<file path="src/rtl/ex_wb_regfile_pkg.sv">
// Shared widths and constants for the EX write-back stage and register file.
// Consumed by ex_wb_regfile and its read ports.
package ex_wb_regfile_pkg;

    localparam int XLEN      = 32;
    localparam int NREGS     = 32;
    localparam int REG_IDX_W = $clog2(NREGS);

    localparam logic [XLEN-1:0] ZERO32     = '0;
    localparam logic            RST_ENABLE = 1'b1;

    typedef logic [XLEN-1:0]      data_t;
    typedef logic [REG_IDX_W-1:0] reg_idx_t;

endpackage

</file>
<file path="src/rtl/ex_wb_regfile_read_port.sv">
// One combinational source-operand port: x0 and disabled reads give zero.
// REGFILE_BYPASS_EN forwards the pending write-back entry on an index match.
module ex_wb_regfile_read_port
    import ex_wb_regfile_pkg::*;
#(
    parameter int DATA_W  = XLEN,
    parameter int REG_NUM = NREGS,
    parameter int IDX_W   = REG_IDX_W
) (
    input  logic              rs_e,
    input  logic [IDX_W-1:0]  rs_idx,
    input  logic [DATA_W-1:0] regs [REG_NUM],
`ifdef REGFILE_BYPASS_EN
    input  logic              wb_e,
    input  logic [IDX_W-1:0]  wb_idx,
    input  logic [DATA_W-1:0] wb_data,
`endif
    output logic [DATA_W-1:0] rs_data
);

    logic zero_sel;
    logic hit_sel;

    assign zero_sel = !rs_e || (rs_idx == '0);

`ifdef REGFILE_BYPASS_EN
    assign hit_sel = !zero_sel && wb_e && (wb_idx == rs_idx);
`else
    assign hit_sel = 1'b0;
`endif

    always_comb begin
        rs_data = '0;
        unique case (1'b1)
            zero_sel: rs_data = '0;
`ifdef REGFILE_BYPASS_EN
            hit_sel:  rs_data = wb_data;
`endif
            default:  rs_data = hit_sel ? '0 : regs[rs_idx];
        endcase
    end

endmodule

</file>
<file path="src/rtl/ex_wb_regfile.sv">
// EX result write-back stage register plus 32x32 integer register file.
// Optional write-to-read forwarding is enabled by defining REGFILE_BYPASS_EN.
module ex_wb_regfile
    import ex_wb_regfile_pkg::*;
#(
    parameter int DATA_W  = XLEN,
    parameter int REG_NUM = NREGS,
    parameter int IDX_W   = REG_IDX_W
) (
    input  logic              clk_in,
    input  logic              rst_in,
    input  logic              stall_in,
    input  logic              flush_in,
    input  logic              rdE_in,
    input  logic [IDX_W-1:0]  rdIdx_in,
    input  logic [DATA_W-1:0] rdData_in,
    input  logic              rs1E_in,
    input  logic [IDX_W-1:0]  rs1Idx_in,
    input  logic              rs2E_in,
    input  logic [IDX_W-1:0]  rs2Idx_in,
    output logic [DATA_W-1:0] rs1Data_out,
    output logic [DATA_W-1:0] rs2Data_out,
    output logic              wbE_out,
    output logic [IDX_W-1:0]  wbIdx_out,
    output logic [DATA_W-1:0] wbData_out
);

    logic              wb_e;
    logic [IDX_W-1:0]  wb_idx;
    logic [DATA_W-1:0] wb_data;
    logic [DATA_W-1:0] regs [REG_NUM];

    // The pending entry commits on the same edge the stage reloads, so
    // flush/stall only affect what is latched next, never the commit.
    always_ff @(posedge clk_in) begin
        if (rst_in == RST_ENABLE) begin
            wb_e    <= 1'b0;
            wb_idx  <= '0;
            wb_data <= '0;
            for (int i = 0; i < REG_NUM; i++) begin
                regs[i] <= '0;
            end
        end else begin
            if (wb_e && (wb_idx != '0)) begin
                regs[wb_idx] <= wb_data;
            end
            if (flush_in) begin
                wb_e <= 1'b0;
            end else if (!stall_in) begin
                wb_e    <= rdE_in && (rdIdx_in != '0);
                wb_idx  <= rdIdx_in;
                wb_data <= rdData_in;
            end
        end
    end

    assign wbE_out    = wb_e;
    assign wbIdx_out  = wb_idx;
    assign wbData_out = wb_data;

    ex_wb_regfile_read_port #(
        .DATA_W  (DATA_W),
        .REG_NUM (REG_NUM),
        .IDX_W   (IDX_W)
    ) u_rs1 (
        .rs_e    (rs1E_in),
        .rs_idx  (rs1Idx_in),
        .regs    (regs),
`ifdef REGFILE_BYPASS_EN
        .wb_e    (wb_e),
        .wb_idx  (wb_idx),
        .wb_data (wb_data),
`endif
        .rs_data (rs1Data_out)
    );

    ex_wb_regfile_read_port #(
        .DATA_W  (DATA_W),
        .REG_NUM (REG_NUM),
        .IDX_W   (IDX_W)
    ) u_rs2 (
        .rs_e    (rs2E_in),
        .rs_idx  (rs2Idx_in),
        .regs    (regs),
`ifdef REGFILE_BYPASS_EN
        .wb_e    (wb_e),
        .wb_idx  (wb_idx),
        .wb_data (wb_data),
`endif
        .rs_data (rs2Data_out)
    );

endmodule

</file>
<file path="config.mk">
export PLATFORM = sky130hd
export DESIGN_NAME = ex_wb_regfile
export DESIGN_NICKNAME = d
export VERILOG_FILES = /design/src/rtl/ex_wb_regfile_pkg.sv /design/src/rtl/ex_wb_regfile_read_port.sv /design/src/rtl/ex_wb_regfile.sv
export SDC_FILE = /design/constraint.sdc
export NUM_CORES = 2
export LEC_CHECK = 0
export ABC_AREA = 0
export CELL_PAD_IN_SITES_DETAIL_PLACEMENT = 0
export CELL_PAD_IN_SITES_GLOBAL_PLACEMENT = 2
export CORE_UTILIZATION = 35
export CTS_CLUSTER_SIZE = 28
export DETAILED_ROUTE_END_ITERATION = 10
export GPL_TIMING_DRIVEN = 0
export HOLD_SLACK_MARGIN = 0.08
export PLACE_DENSITY_LB_ADDON = 0.1
export RECOVER_POWER = 25
export SYNTH_ARGS = -nofsm -noshare
export SYNTH_HDL_FRONTEND = slang
export SYNTH_SLANG_ARGS = --single-unit
</file>
<file path="constraint.sdc">
create_clock -name clk_in -period 2.4 [get_ports clk_in]
set_clock_uncertainty 0.05 [all_clocks]
set_input_delay 0.48 -clock clk_in [delete_from_list [all_inputs] [get_ports clk_in]]
set_output_delay 0.48 -clock clk_in [all_outputs]
set_load 0.02 [all_outputs]
</file>
==> summary.md <==
| Metric | Value |
|---|---|
| Pre-CTS setup slack | -2.55 ns |
| Min-Delay Path Depth | 3 |
| Most common cell after layout, fill and taps aside | nand2_1 |
| DPL Wire Length | 207000 um |
| Actual slew at the worst max-slew pin | 1.42 ns |
| GRT overflow | 0 |
| Area of the mapped netlist | around 53000 sq um |
| Die height | 389 um |
| Most frequent cells in the layout | 2097 x nand2_1, 1059 x a21oi_1, 962 x dfxtp_1, 387 x mux4_2, 353 x clkbuf_1 |
| Status | complete, but fails checks |
| Data arrival, critical path | about 2.9 ns |
| Syn nets | 6073 |
| CTS Buffer Depth | 3 |
| Yosys cell types | 45 |
| Mean Syn Cell Area | 8.73 sq um |
| Via/cell ratio | 5.67 |
| Fmax | 0.292 GHz |
| NumNets Final | 6440 |
| Clk slew on worst S/H paths | about 0.060 ns |
| Clock latency on the worst-skew pair | 0.78 ns |
| RD Place Congestion | about 1 |
| Synth top area share | 40.5% |
| Violated checks | setup timing |
| Routed WL | 263000 um |
| Initial core utilization | between 30% and 40% |
| CP endpoint kind | primary output |
| IO Port Bufs | between 100 and 150 |
| Yosys warns | 0 |
| Top FF cell, synth | dfxtp_1 |
| Die area | 152000 sq um |
| Power per cell area | 648 nW/um^2 |
| Total power | 43.1 mW |
| First-pass GRT wire length | 359000 um |
| Core ar. | 148000 sq um |
| RSZ-0062 raised after global routing | true |
| Final setup fails | between 600 and 700 |
| Clk sinks | about 1100 |
| Hold wc startpoint | rdData_in[4] |
| Final worst slack | -1.03 ns |
| Worst-path fanout max | 2 |
| H-Tree Depth | 4 |
| Initial antenna violation count | 12 |
| Area leader, netlist | dfxtp_1 |
| Hold EP | wbData_out[4] |
| CP Class | flop to primary output |
| DR pass1 iterations | 6 |
| Tcrit/Tclk final | 143% |
| Vias | 48109 |
| Num rows | 141 |
| Clk root buf | clkbuf_16 |
| Multi-input logic area | 31400 sq um |
| Pins over their slew limit | 0 |
| Tmin final | 3.43 ns |
| Final-layout fill cell count | 14668 |
| Die width | 389 um |
| Seq cells post-synth | about 1100 |
| Iteration-0 DRC Markers | about 4400 |
| Top post-synthesis cells by area | dfxtp_1 40%, mux4_2 17%, nand2_1 15% |
| Reg-to-Reg Start | wbIdx_out[3] |
| Layout cells sized above 1 | 22.6% |
| CTS tree | done |
| HP Class | primary input to flop |
| Worst r2r path cells | 6 |
| IO Count | 156 |
| Relative slew slack | 5.10% |
| Antenna viol nets, final | 0 |
| Vias in the first global route | about 46000 |
| Leakage | 21.5 nW |
| DR WL/cell | 30.9 um |
| Max cap viols | 0 |
| Cts bufs inserted | 135 |
| VDD IR-drop max | ~570 uV |
| Total Routing Usage GR | 33.8% |
| Critical path required time | 1.87 ns |
| Worst Setup Start Kind | flop |
| Final Hold Violating Endpoints | 0 |
| Synth-to-Final Area Change | 26.5% |
| Worst r2r dst | regs[438] |
| Post-route DRC | 0 |
| Asr flop ratio synth | 0% |
| FF-to-FF setup slack | -0.09 ns |
| Area occupied by registers | 21400 sq um |
| EDFF count, synth | 0 |
| Largest net degree at the start of global routing | 17 |
| Sequential cell area fraction in the yosys report | about 40% |
| Syn Inst Count | 6019 |
==> sequential cells by signal (all words and copies together), names as in the netlist <==
register    cells
wbIdx_out       5
wbData_out     32
wbE_out         1
regs         1024
==> critical path: stages, from the launching register on <==
cell,delay (ns)
dfxtp_2,0.33
buf_6,0.11
mux4_2,0.49
a22o_1,0.29
a2111oi_4,0.54
nor3_4,0.17
buf_6,0.18
==> worst max path at each step <==
stage            startpoint               to  cells past startpoint
6_report          regs[516]   rs1Data_out[4]                      6
4_1_cts           regs[515]   rs2Data_out[3]                      5
5_1_grt           regs[515]   rs2Data_out[3]                      5
3_5_place_dp   rs1Idx_in[3]  rs1Data_out[20]                      9
3_3_place_gp   rs1Idx_in[3]  rs1Data_out[24]                      8
2_1_floorplan  rs2Idx_in[0]  rs2Data_out[13]                      7
==> where the power goes <==
part           switching (mW)  internal, mW
Combinational            2.86          1.33
Sequential              0.130          17.7
Clock                    8.56          12.5
Total                    11.5          31.5
==> routing by layer <==
layer / vias up / GRT usage (%) / part of all wire, %
li1: 21904 / - / -
met3: 454 / 6.39 / 7.5
met5: - / 0 / 0
met4: 0 / 15.6 / 5.1
met2: 1909 / 54.1 / 46
met1: 23842 / 44.1 / 41
==> kinds of logic after synthesis <==
group	share of synthesized area, %
AOI/OAI and AO/OA	16.0
buffers and inverters	5.34
DFF	40.5
muxes	21.4
and+or+nand+nor	16.8
==> synth_stat cells (16+ instances only) <==
| cell | instances |
|---|---|
| mux2i_1 | 251 |
| dfxtp_1 | 1062 |
| a21oi_1 | 1062 |
| o22ai_1 | 62 |
| o221ai_1 | 60 |
| nor2_1 | 32 |
| a2111oi_0 | 31 |
| clkbuf_1 | 468 |
| a2111oi_2 | 16 |
| buf_4 | 34 |
| nor2b_1 | 40 |
| buf_6 | 30 |
| a211oi_1 | 60 |
| nor3_1 | 34 |
| mux4_2 | 387 |
| a22oi_1 | 32 |
| a22o_1 | 91 |
| nand2_1 | 2098 |
| buf_2 | 78 |
==> timing repair <==
action / 4_1_cts / 5_1_grt
setup endpoints to repair: 1134 / 305
setup buffers: 58 / 21
hold buffers: 0 / 0
pin swaps: 177 / 69
gates resized for setup: 918 / 140
cloned: 2 / 3
==> final cells by class <==
cell class                      count  area share [%]
Sequential cell                  1062            32.2
Clock inverter                     44           0.781
Clock buffer                      194            5.97
Inverter                            1         0.00565
Buffer                            618            6.52
Timing Repair Buffer              234            3.55
Antenna cell                        3          0.0113
Tap cell                         2002            3.77
Multi-Input combinational cell   4334            47.2
==> per-stage QoR <==
step	area, sq um	TNS, ns	std cells	util, %	hold slack [ns]
2_1_floorplan	54800	-3.30	6019	-	0.393
3_3_place_gp	58800	-1260.64	8169	39.6	0.399
3_5_place_dp	58800	-1203.84	8171	39.7	0.407
4_1_cts	65800	-53.89	8465	44.4	0.157
5_1_grt	66500	-175.95	8490	44.8	0.192
6_report	66500	-181.32	8492	44.8	0.197
No activity file was read; power rests on OpenSTA's default activity.
